--- config.mk ---
export PLATFORM = sky130hd
export DESIGN_NAME = ddr_render_writer
export DESIGN_NICKNAME = d
export VERILOG_FILES = /design/src/rtl/ddr_render_writer.sv
export SDC_FILE = /design/constraint.sdc
export NUM_CORES = 1
export LEC_CHECK = 0
export CELL_PAD_IN_SITES_DETAIL_PLACEMENT = 1
export CELL_PAD_IN_SITES_GLOBAL_PLACEMENT = 2
export CORE_MARGIN = 2
export CORE_UTILIZATION = 17
export CTS_CLUSTER_DIAMETER = 120
export DETAILED_ROUTE_END_ITERATION = 16
export HOLD_SLACK_MARGIN = 0.08
export PLACE_DENSITY_LB_ADDON = 0.05
export SKIP_CTS_REPAIR_TIMING = 1
export SLEW_MARGIN = 20
export SYNTH_ARGS = -nofsm -noshare
export SYNTH_HDL_FRONTEND = slang
export SYNTH_SLANG_ARGS = --single-unit
export TNS_END_PERCENT = 100
--- constraint.sdc ---
create_clock -name clk -period 5.1 [get_ports clk]
set_input_delay 0.765 -clock clk [delete_from_list [all_inputs] [get_ports clk]]
set_output_delay 0.765 -clock clk [all_outputs]
set_load 0.02 [all_outputs]
--- src/rtl/ddr_render_writer.sv ---
// ---------------------------------------------------------------------------
// ddr_render_writer
//
// Purpose:
//   Merges up to N_CH Mandelbrot render engines onto one MIG write port.
//   Engines are served round-robin, one BURST_LEN-word burst per grant.
//   Each burst is written into the back frame of a double-buffered frame
//   store. The front and back frames swap once every engine reports that
//   its part of the frame is complete.
//
// Optional feature (macro DDR_RENDER_WRITER_STATS_EN):
//   When defined, the block adds two saturating counters:
//   - burst_count counts commands issued.
//   - stall_count counts LOAD cycles stalled by p_wr_full.
//   Both counters clear on reset and on clear_frame.
//
// Ports:
//   clk, reset          render clock, synchronous active-high reset
//   mem_calib_done      MIG calibration complete
//   ch_ready[i]         channel i holds >= BURST_LEN words
//   ch_data[32i+:32]    channel i head word
//   ch_addr[AW*i+:AW]   channel i word address of its pending burst
//   ch_frame_ready[i]   channel i finished its portion of the frame
//   ch_send_data[i]     pop strobe to channel i
//   clear_frame         one-cycle pulse when the frames swap
//   memory_frame        front frame index; writes go to the other frame
//   p_cmd_*             MIG command port (write, BL = BURST_LEN-1)
//   p_wr_*              MIG write data port
//   burst_count, stall_count   statistics (macro builds only)
// ---------------------------------------------------------------------------
module ddr_render_writer #(
  parameter int          N_CH        = 4,
  parameter int          BURST_LEN   = 16,
  parameter int          ADDR_W      = 21,
  parameter logic [29:0] FRAME_BASE  = 30'h0,
  parameter logic [29:0] FRAME_BYTES = 30'h0080_0000
) (
  input  logic                   clk,
  input  logic                   reset,
  input  logic                   mem_calib_done,
  input  logic [N_CH-1:0]        ch_ready,
  input  logic [32*N_CH-1:0]     ch_data,
  input  logic [ADDR_W*N_CH-1:0] ch_addr,
  input  logic [N_CH-1:0]        ch_frame_ready,
  output logic [N_CH-1:0]        ch_send_data,
  output logic                   clear_frame,
  output logic                   memory_frame,
  output logic                   p_cmd_en,
  output logic [2:0]             p_cmd_instr,
  output logic [5:0]             p_cmd_bl,
  output logic [29:0]            p_cmd_byte_addr,
  output logic                   p_wr_en,
  output logic [31:0]            p_wr_data,
  output logic [3:0]             p_wr_mask,
  input  logic                   p_wr_full,
  input  logic                   p_wr_empty
`ifdef DDR_RENDER_WRITER_STATS_EN
  ,
  output logic [31:0]            burst_count,
  output logic [31:0]            stall_count
`endif
);

  localparam int IDX_W = (N_CH > 1) ? $clog2(N_CH) : 1;
  localparam int CNT_W = $clog2(BURST_LEN + 1);
  localparam logic [5:0] CMD_BL = 6'(BURST_LEN - 1);

  typedef enum logic [2:0] {
    S_WAIT_CAL = 3'd0,
    S_ARB      = 3'd1,
    S_LOAD     = 3'd2,
    S_CMD      = 3'd3,
    S_SWAP     = 3'd4
  } state_t;

  state_t             state_q, state_d;
  logic [IDX_W-1:0]   ptr_q, ptr_d;
  logic [IDX_W-1:0]   grant_q, grant_d;
  logic [ADDR_W-1:0]  addr_q, addr_d;
  logic [CNT_W-1:0]   cnt_q, cnt_d;
  logic               mf_q, mf_d;
  logic [1:0]         hold_q, hold_d;

  logic               any_ready_s;
  logic               found_s;
  logic [IDX_W-1:0]   pick_s;
  logic [ADDR_W-1:0]  pick_addr_s;
  logic [31:0]        grant_data_s;
  logic [N_CH-1:0]    grant_onehot_s;
  logic               swap_ok_s;
  logic               push_s;
  logic               last_push_s;
  logic [29:0]        back_base_s;
  logic [31:0]        byte_off_s;
  logic [29:0]        byte_addr_s;

  assign any_ready_s = |ch_ready;
  // ch_frame_ready is ignored for two cycles after a swap.
  // This gives the engines time to drop it in response to clear_frame.
  assign swap_ok_s   = (&ch_frame_ready) && p_wr_empty && (hold_q == 2'd0);
  assign push_s      = (state_q == S_LOAD) && !p_wr_full;
  assign last_push_s = push_s && (cnt_q == CNT_W'(BURST_LEN - 1));

  // The back frame is the one not currently being scanned out.
  assign back_base_s = mf_q ? FRAME_BASE : (FRAME_BASE + FRAME_BYTES);
  assign byte_off_s  = 32'(addr_q) << 2;
  assign byte_addr_s = back_base_s + byte_off_s[29:0];

  // Round-robin pick: the first ready channel at or after the pointer.
  always_comb begin
    int cand;
    found_s = 1'b0;
    pick_s  = '0;
    for (int k = 0; k < N_CH; k++) begin
      cand = int'(ptr_q) + k;
      if (cand >= N_CH) begin
        cand = cand - N_CH;
      end else begin
        cand = cand;
      end
      for (int j = 0; j < N_CH; j++) begin
        if (!found_s && (cand == j) && ch_ready[j]) begin
          found_s = 1'b1;
          pick_s  = IDX_W'(j);
        end else begin
          found_s = found_s;
        end
      end
    end
  end

  // Channel muxes: the address of the channel being picked, and the data
  // and pop strobe of the channel currently granted.
  always_comb begin
    pick_addr_s    = '0;
    grant_data_s   = '0;
    grant_onehot_s = '0;
    for (int j = 0; j < N_CH; j++) begin
      if (pick_s == IDX_W'(j)) begin
        pick_addr_s = ch_addr[ADDR_W*j +: ADDR_W];
      end else begin
        pick_addr_s = pick_addr_s;
      end
      if (grant_q == IDX_W'(j)) begin
        grant_data_s      = ch_data[32*j +: 32];
        grant_onehot_s[j] = 1'b1;
      end else begin
        grant_onehot_s[j] = 1'b0;
      end
    end
  end

  // FSM state register.
  always_ff @(posedge clk) begin
    if (reset) begin
      state_q <= S_WAIT_CAL;
    end else begin
      state_q <= state_d;
    end
  end

  // FSM next-state logic. A ready channel takes priority over a frame swap.
  always_comb begin
    state_d = state_q;
    case (state_q)
      S_WAIT_CAL: begin
        if (mem_calib_done) state_d = S_ARB;
        else                state_d = S_WAIT_CAL;
      end
      S_ARB: begin
        if (any_ready_s)    state_d = S_LOAD;
        else if (swap_ok_s) state_d = S_SWAP;
        else                state_d = S_ARB;
      end
      S_LOAD: begin
        if (last_push_s) state_d = S_CMD;
        else             state_d = S_LOAD;
      end
      S_CMD:   state_d = S_ARB;
      S_SWAP:  state_d = S_ARB;
      default: state_d = S_WAIT_CAL;
    endcase
  end

  // FSM outputs, decoded from the registered state.
  // The write strobes also depend on p_wr_full, so a stall takes effect
  // in the same cycle.
  always_comb begin
    ch_send_data    = '0;
    p_wr_en         = 1'b0;
    p_wr_data       = 32'h0;
    p_cmd_en        = 1'b0;
    p_cmd_bl        = 6'd0;
    p_cmd_byte_addr = 30'h0;
    clear_frame     = 1'b0;
    case (state_q)
      S_LOAD: begin
        p_wr_data = grant_data_s;
        if (!p_wr_full) begin
          p_wr_en      = 1'b1;
          ch_send_data = grant_onehot_s;
        end else begin
          p_wr_en      = 1'b0;
          ch_send_data = '0;
        end
      end
      S_CMD: begin
        p_cmd_en        = 1'b1;
        p_cmd_bl        = CMD_BL;
        p_cmd_byte_addr = byte_addr_s;
      end
      S_SWAP:  clear_frame = 1'b1;
      default: clear_frame = 1'b0;
    endcase
  end

  assign p_cmd_instr  = 3'b000;
  assign p_wr_mask    = 4'b0000;
  assign memory_frame = mf_q;

  // Datapath next-state logic: grant latch, word count, pointer, frame
  // index and swap hold-off.
  always_comb begin
    ptr_d   = ptr_q;
    grant_d = grant_q;
    addr_d  = addr_q;
    cnt_d   = cnt_q;
    mf_d    = mf_q;
    if (state_q == S_SWAP) begin
      hold_d = 2'd2;
    end else if (hold_q != 2'd0) begin
      hold_d = hold_q - 2'd1;
    end else begin
      hold_d = hold_q;
    end
    case (state_q)
      S_ARB: begin
        if (any_ready_s) begin
          grant_d = pick_s;
          addr_d  = pick_addr_s;
          cnt_d   = '0;
        end else if (swap_ok_s) begin
          mf_d = ~mf_q;
        end else begin
          cnt_d = cnt_q;
        end
      end
      S_LOAD: begin
        if (push_s) cnt_d = cnt_q + CNT_W'(1);
        else        cnt_d = cnt_q;
      end
      S_CMD: begin
        if (grant_q == IDX_W'(N_CH - 1)) ptr_d = '0;
        else                             ptr_d = grant_q + IDX_W'(1);
      end
      default: cnt_d = cnt_q;
    endcase
  end

  // Datapath registers.
  always_ff @(posedge clk) begin
    if (reset) begin
      ptr_q   <= '0;
      grant_q <= '0;
      addr_q  <= '0;
      cnt_q   <= '0;
      mf_q    <= 1'b0;
      hold_q  <= 2'd0;
    end else begin
      ptr_q   <= ptr_d;
      grant_q <= grant_d;
      addr_q  <= addr_d;
      cnt_q   <= cnt_d;
      mf_q    <= mf_d;
      hold_q  <= hold_d;
    end
  end

`ifdef DDR_RENDER_WRITER_STATS_EN
  logic [31:0] burst_q, burst_d;
  logic [31:0] stall_q, stall_d;

  // Statistics next-state logic. Counters saturate and clear on each swap.
  always_comb begin
    burst_d = burst_q;
    stall_d = stall_q;
    if (clear_frame) begin
      burst_d = 32'h0;
      stall_d = 32'h0;
    end else begin
      if (p_cmd_en && (burst_q != 32'hFFFF_FFFF)) burst_d = burst_q + 32'd1;
      else                                        burst_d = burst_q;
      if ((state_q == S_LOAD) && p_wr_full && (stall_q != 32'hFFFF_FFFF)) begin
        stall_d = stall_q + 32'd1;
      end else begin
        stall_d = stall_q;
      end
    end
  end

  // Statistics registers.
  always_ff @(posedge clk) begin
    if (reset) begin
      burst_q <= 32'h0;
      stall_q <= 32'h0;
    end else begin
      burst_q <= burst_d;
      stall_q <= stall_d;
    end
  end

  assign burst_count = burst_q;
  assign stall_count = stall_q;
`endif

endmodule

==> qor.yml, run 1 <==
worst_setup_path:
  critPathBufInv: 3
  cp-end-kind: "output pin"
  slowest_delay_ns: 0.69
  crit_path_cell_trace: "inv_1 > ha_2 > buf_4 > nor2b_1 > a221oi_1 > nor3_1 > a21oi_1 > nor2_1 > clkdlybuf4s50_1"
  setup.worst_path.start: "grant_q[1]$_SDFFE_PP0P_"
  arrival_ns: 3.09
  rrSetupSlack_ns: 2.69
  cp_top_family: "buffers and inverters"
  r2r_start: "ptr_q[1]$_SDFFE_PP0P_"
  worstPathRequired_ns: 4.34
  critical_path_depth: 9
  worstSetupPathType: "flop to output pin"
  slowest_stage: "ha_2"
  crit_fanout: 40
  cp-start-kind: "flop"
  crit_path_end: "p_wr_data[4]"
  r2r_cells: 5
  rr_endpoint: "addr_q[15]$_SDFFE_PP0P_"
global_route:
  grt_pass1_vias: 5239
  grt_first_pass_wirelength_um: 32400
  gr-total-overflow: 0
  antenna_found_initial: 1
  grt_util_all_layers_pct: 17.6
  grt_max_degree: 66
yosys:
  async_flop_share_pct: 0
  ys_top_cells_by_area: "dfxtp_1, nor2b_1, a221oi_1"
  synth_seq_cells: 36
  ys_types: 52
  ys.flop_type: "dfxtp_1"
  synth_top_area_share_pct: 18.9
  synth_top_area_cell: "dfxtp_1"
  synthCells: 538
  syn_area_per_cell_um2: 7.10
  ys_seq_area_share_pct: 18.9
  yosysWarningCount: 0
  synth_edf_count: 0
  syn_area_mm2: 0.00382
drt:
  highest_layer: "met4"
  drt-initial-drc-count: 224
  dr_wl_met2_um: 11700
  drc: 0
  wire_per_inst_um: 20.2
  wirelength_um: 21600
  viasPerCell: 4.66
  drt-met1-wl_um: 8810
  dr.pass1.iters: 4
  antenna_left: 0
  via_count: 4982
  wl_met3_um: 866
timing:
  hold_viol: 0
  finalMaxSlewViolations: 0
  finalWorstSetupSlack_ns: 1.25
  min_period_over_period_pct: 75.6
  tightest_slew_ns: 0.910
  finalClockSkew_ns: 0.00669
  setup_tns_ns: 0
  rsz0062_at_grt: "false"
  timing.fmax_mhz: 259
  max_slew_margin_pct: 39.2
  period_minus_slack_ns: 3.85
  setup_viol: 0
clock_tree:
  clkLatencyLatePin_ns: 0.29
  h-tree-depth: 2
  cts_tree: "done"
  clockBufferDepth: 2
  cts.sinks: 36
  cts_buffers: 5
  clockRootBuffer: "clkbuf_16"
  clk_pin_slew_ns: 0.06
outcome:
  outcome: "completed"
hold_path:
  min_path_cells: 1
  hold_class: "flop to flop"
cells_and_area:
  fillers: 2605
  nets: 1019
  area_growth_syn_to_layout_pct: 83.1
  postLayoutCoreUtil_pct: 31.8
  layout-drive-gt1-share_pct: 5.32
placed_design:
  io_buffers: 290
  place_ws_ns: 1.54
  hpwl_um: 16900
  gp_congestion: 0.800
power:
  leakagePower_nw: 2.46
  pwr_density_cell_mw_per_mm2: 158
  vdd_drop_max_v: 0.000112
die:
  die_h_um: 154
  die_area_mm2: 0.0237
  coreArea_mm2: 0.0220
  initial_core_util_pct: 17.4
  std_cell_rows: 54
  die_w_um: 154
  io_pins: 308
job:
  drv_cap: 0
cell usage in the layout (no fill, tap or decap), drive strengths merged, types with 9 or more instances in the layout:
| cell type | n |
|---|---|
| nand2 | 16 |
| clkdlybuf4s50 | 290 |
| o22ai | 9 |
| a21oi | 45 |
| conb | 17 |
| a22oi | 10 |
| a211oi | 15 |
| o21ai | 20 |
| nor2 | 56 |
| o21bai | 10 |
| dfxtp | 36 |
| a221oi | 36 |
| and2 | 29 |
| nor2b | 64 |
| nor3 | 49 |
| and3 | 16 |
flip-flops by register name (all words and copies together), names as in the netlist:
name,count
addr_q,21
cnt_q,5
grant_q,2
hold_q,2
memory_frame,1
ptr_q,2
state_q,3
how the worst min path moves through the flow:
stage / to / slack (ns) / start
global route: addr_q[7]$_SDFFE_PP0P_ / 0.48 / addr_q[7]$_SDFFE_PP0P_
detailed placement: hold_q[0]$_SDFFE_PP0P_ / 0.44 / hold_q[0]$_SDFFE_PP0P_
floorplan: hold_q[0]$_SDFFE_PP0P_ / 0.42 / hold_q[0]$_SDFFE_PP0P_
CTS: hold_q[0]$_SDFFE_PP0P_ / 0.46 / hold_q[0]$_SDFFE_PP0P_
finish: hold_q[0]$_SDFFE_PP0P_ / 0.46 / hold_q[0]$_SDFFE_PP0P_
global placement: hold_q[0]$_SDFFE_PP0P_ / 0.43 / hold_q[0]$_SDFFE_PP0P_
cell families after synthesis:
logic type               Yosys count  synth area share [%]
adder cells (fa/ha/maj)            6                  1.97
other                              1                0.0982
buffers and inverters             77                  10.3
flip-flops                        36                  18.9
AND/OR/NAND/NOR                  249                  35.6
AO/OA/AOI/OAI                    166                  32.4
XOR/XNOR                           3                 0.688
final cells by class:
class	count	area, um2	area share [%]
repair buffers	297	2960	42.3
multi-input cells	441	2780	39.8
flip-flops and latches	36	721	10.3
well taps	280	350	5.01
clock buffers	6	139	1.99
inverters	7	26.3	0.376
clock inverters	2	13.8	0.197
diodes	1	2.50	0.0358
worst register-to-register path, delay by kind of cell, from the launching register on:
kind / cells / cell delay [ns]
AND/OR/NAND/NOR: 2 / 0.81
AO/OA/AOI/OAI: 3 / 0.99
flip-flops: 1 / 0.51
metal layers:
metal	GRT usage, %	up-vias
met5	0	-
met4	2.45	0
met3	2.82	12
met2	34.3	138
met1	20.6	2398
li1	-	2434
cells in the mapped netlist (4+ instances only):
| library cell | number |
|---|---|
| nand2_1 | 15 |
| nor2_1 | 54 |
| buf_2 | 6 |
| and3_1 | 16 |
| a211oi_2 | 8 |
| o22ai_1 | 9 |
| ha_1 | 6 |
| o221ai_1 | 8 |
| nor3_1 | 49 |
| dfxtp_1 | 36 |
| clkbuf_1 | 38 |
| a21oi_1 | 45 |
| a32oi_1 | 4 |
| a22oi_2 | 8 |
| a211oi_1 | 7 |
| inv_1 | 7 |
| o21ai_0 | 13 |
| buf_4 | 21 |
| a311oi_1 | 4 |
| a221oi_1 | 36 |
| nor2b_1 | 64 |
| o21ai_1 | 7 |
| o21bai_1 | 10 |
| and2_1 | 28 |
per-stage QoR:
step                total power [mW]  area [um2]  hold WS, ns  cells
finish                          1.10        6990        0.457   1070
global route                    1.18        6990        0.483   1069
CTS                             1.12        6980        0.455   1069
detailed placement             0.777        6820        0.440   1061
global placement               0.771        6820        0.427   1061
floorplan                      0.529        3880        0.416    554
where the power goes:
part / switching, mW / internal (mW) / leakage [nW]
combinational: 0.203 / 0.259 / 2.09
sequential: 0.0115 / 0.295 / 0.292
clock: 0.139 / 0.196 / 0.0773
Note: power is estimated with default switching activity, not from simulation.
==> run 2, diff against run 1 <==
--- a/config.mk
+++ b/config.mk
@@ -8,7 +8,7 @@
 export CELL_PAD_IN_SITES_DETAIL_PLACEMENT = 1
 export CELL_PAD_IN_SITES_GLOBAL_PLACEMENT = 2
 export CORE_MARGIN = 2
-export CORE_UTILIZATION = 17
+export CORE_UTILIZATION = 16
 export CTS_CLUSTER_DIAMETER = 120
 export DETAILED_ROUTE_END_ITERATION = 16
 export HOLD_SLACK_MARGIN = 0.08
==> constraint.sdc (replaced) <==
create_clock -name clk -period 3.6 [get_ports clk]
set_input_delay 0.54 -clock clk [delete_from_list [all_inputs] [get_ports clk]]
set_output_delay 0.54 -clock clk [all_outputs]
set_load 0.02 [all_outputs]
==> qor.yml, run 2 (synthesis results as in run 1) <==
outcome:
  outcome: "completed"  # unchanged
power:
  p_int_mw: 1.07  # was 750 uW
  sw_frac_of_total_pct: 32.0  # was 32.1%
  p_switching_uw: 501  # was 354 uW
  vdd_drop_max_v: 0.000130  # was 0.000112 V
  pwr-share-comb_pct: 42.0  # was 41.9%
  pwr-share-seq_pct: 27.7  # about the same
  pwr_density_cell_mw_per_mm2: 220  # was 158 mW/mm2
  clock_power_share_pct: 30.3  # was 30.4%
  leakagePower_nw: 2.50  # was 2.46 nW
cells_and_area:
  fillers: 2806  # was 2605
  largest_reg_flops: 21  # unchanged
  final_cell_mix: "clkdlybuf4s50_1, nor2b_1, nor2_1, nor3_1, a21oi_1"  # unchanged
  nets: 1025  # was 1019
  area_growth_syn_to_layout_pct: 86.2  # was 83.1%
  final_common_cell: "clkdlybuf4s50_1"  # unchanged
  layout-drive-gt1-share_pct: 6.04  # was 5.32%
  reg_top3: "addr_q (21), cnt_q (5), state_q (3)"  # unchanged
  final_area_mm2: 0.00711  # was 0.00699 mm2
  regMostFlops: "addr_q"  # unchanged
global_route:
  grt_first_pass_wirelength_um: 30300  # was 32400 um
  grt_util_all_layers_pct: 15.9  # was 17.6%
  grt_pass1_vias: 5101  # was 5239
  grt_max_degree: 66  # unchanged
  gr-total-overflow: 0  # unchanged
  antenna_found_initial: 1  # unchanged
timing:
  timing.hold.ws_ns: 0.451  # was 0.457 ns
  rsz0062_at_grt: "false"  # unchanged
  tightest_slew_ns: 0.814  # was 0.910 ns
  finalMaxSlewViolations: 0  # unchanged
  min_period_over_period_pct: 89.1
  finalClockSkew_ns: 0.00660  # was 0.00669 ns
  setup_tns_ns: 0  # unchanged
  max_slew_margin_pct: 45.7  # was 39.2%
  setup_viol: 0  # unchanged
  timing.fmax_mhz: 312
  period_minus_slack_ns: 3.21
  hold_viol: 0  # unchanged
drt:
  drc: 0  # unchanged
  drt-initial-drc-count: 210  # was 224
  viasPerCell: 4.45  # was 4.66
  via_count: 4966  # was 4982
  wire_per_inst_um: 19.1  # was 20.2 um
  wirelength_um: 21300  # was 21600 um
  dr.pass1.iters: 4  # unchanged
  antenna_left: 0  # unchanged
die:
  coreArea_mm2: 0.0235  # was 0.0220 mm2
  die_area_mm2: 0.0251  # was 0.0237 mm2
  io_pins: 308  # unchanged
  die_h_um: 158  # was 154 um
  die_w_um: 158  # was 154 um
  std_cell_rows: 56  # was 54
  initial_core_util_pct: 16.3  # was 17.4%
worst_setup_path:
  worstSetupPathType: "flop to output pin"  # unchanged
  cp-end-kind: "output pin"  # unchanged
  arrival_ns: 2.67  # was 3.09 ns
  worstPathRequired_ns: 3.06  # was 4.34 ns
  crit_path_cell_trace: "or3b_1 > nor2_2 > and2_1 > clkdlybuf4s50_1"  # was inv_1 > ha_2 > buf_4 > nor2b_1 > a221oi_1 > nor3_1 > a21oi_1 > nor2_1 > clkdlybuf4s50_1
  slowest_stage: "or3b_1"  # was ha_2
  cp-start-kind: "flop"  # unchanged
  crit_fanout: 14  # was 40
  slowest_delay_ns: 0.69  # about the same
placed_design:
  io_buffers: 290  # unchanged
  hpwl_um: 16900  # about the same
  dpl-instance-area_mm2: 0.00693  # was 0.00682 mm2
  gp_congestion: 0.763  # was 0.800
clock_tree:
  clockBufferDepth: 2  # unchanged
  cts_tree: "done"  # unchanged
  clk_pin_slew_ns: 0.06  # about the same
  clockRootBuffer: "clkbuf_16"  # unchanged
  cts.sinks: 36  # unchanged
  cts_buffers: 5  # unchanged
  h-tree-depth: 2  # unchanged
  clkLatencyLatePin_ns: 0.29  # about the same
job:
  drv_cap: 0  # unchanged
hold_path:
  hold_class: "flop to flop"  # unchanged
run 2: area by class of cell:
type | count | area, um2 | share of cell area, %
flip-flops and latches | 36 | 721 | 10.1
clock buffers | 6 | 139 | 1.95
diodes | 2 | 5.00 | 0.0704
clock inverters | 2 | 13.8 | 0.194
multi-input cells | 441 | 2790 | 39.3
well taps | 319 | 399 | 5.62
repair buffers | 303 | 3010 | 42.4
inverters | 7 | 26.3 | 0.370
run 2: metal layers:
| layer | vias to the layer above | wire length (um) | part of all wire [%] | track usage (%) |
|---|---|---|---|---|
| met5 | - | 0 | 0 | 0 |
| met4 | 0 | 295 | 1.4 | 3.26 |
| met3 | 14 | 1130 | 5.3 | 2.83 |
| met2 | 140 | 10900 | 51 | 29.2 |
| met1 | 2367 | 8940 | 42 | 19.3 |
| li1 | 2445 | - | - | - |
run 2: worst paths after layout:
check                               from                     end  slack [ns]  cells after the start
setup / recovery   state_q[1]$_SDFF_PP0_         ch_send_data[2]        0.39                      4
hold reg to reg   hold_q[0]$_SDFFE_PP0P_  hold_q[0]$_SDFFE_PP0P_        0.45                      1
setup reg to reg   ptr_q[0]$_SDFFE_PP0P_  addr_q[0]$_SDFFE_PP0P_        1.39                      5
hold / removal    hold_q[0]$_SDFFE_PP0P_  hold_q[0]$_SDFFE_PP0P_        0.45                      1
run 2: metrics by stage:
step                utilization (%)  total power [mW]  std cells  setup WS [ns]
global placement               29.5              1.10       1106          0.516
detailed placement             29.5              1.11       1106          0.489
floorplan                         -             0.750        554           1.23
finish                         30.3              1.57       1116          0.394
global route                   30.3              1.67       1115          0.169
CTS                            30.2              1.59       1114          0.175
run 2: critical path: cells and delay by family (launching register included):
| kind | cells | cell delay [ns] |
|---|---|---|
| flops | 1 | 0.49 |
| simple gates | 3 | 1.27 |
| buf+inv | 1 | 0.63 |
run 2: power by group through the flow:
stage               Clock [mW]  Sequential [mW]  Combinational, mW
global route             0.510            0.437              0.721
finish                   0.475            0.434              0.658
CTS                      0.492            0.433              0.667
floorplan                    0            0.434              0.315
detailed placement           0            0.442              0.663
global placement             0            0.440              0.659
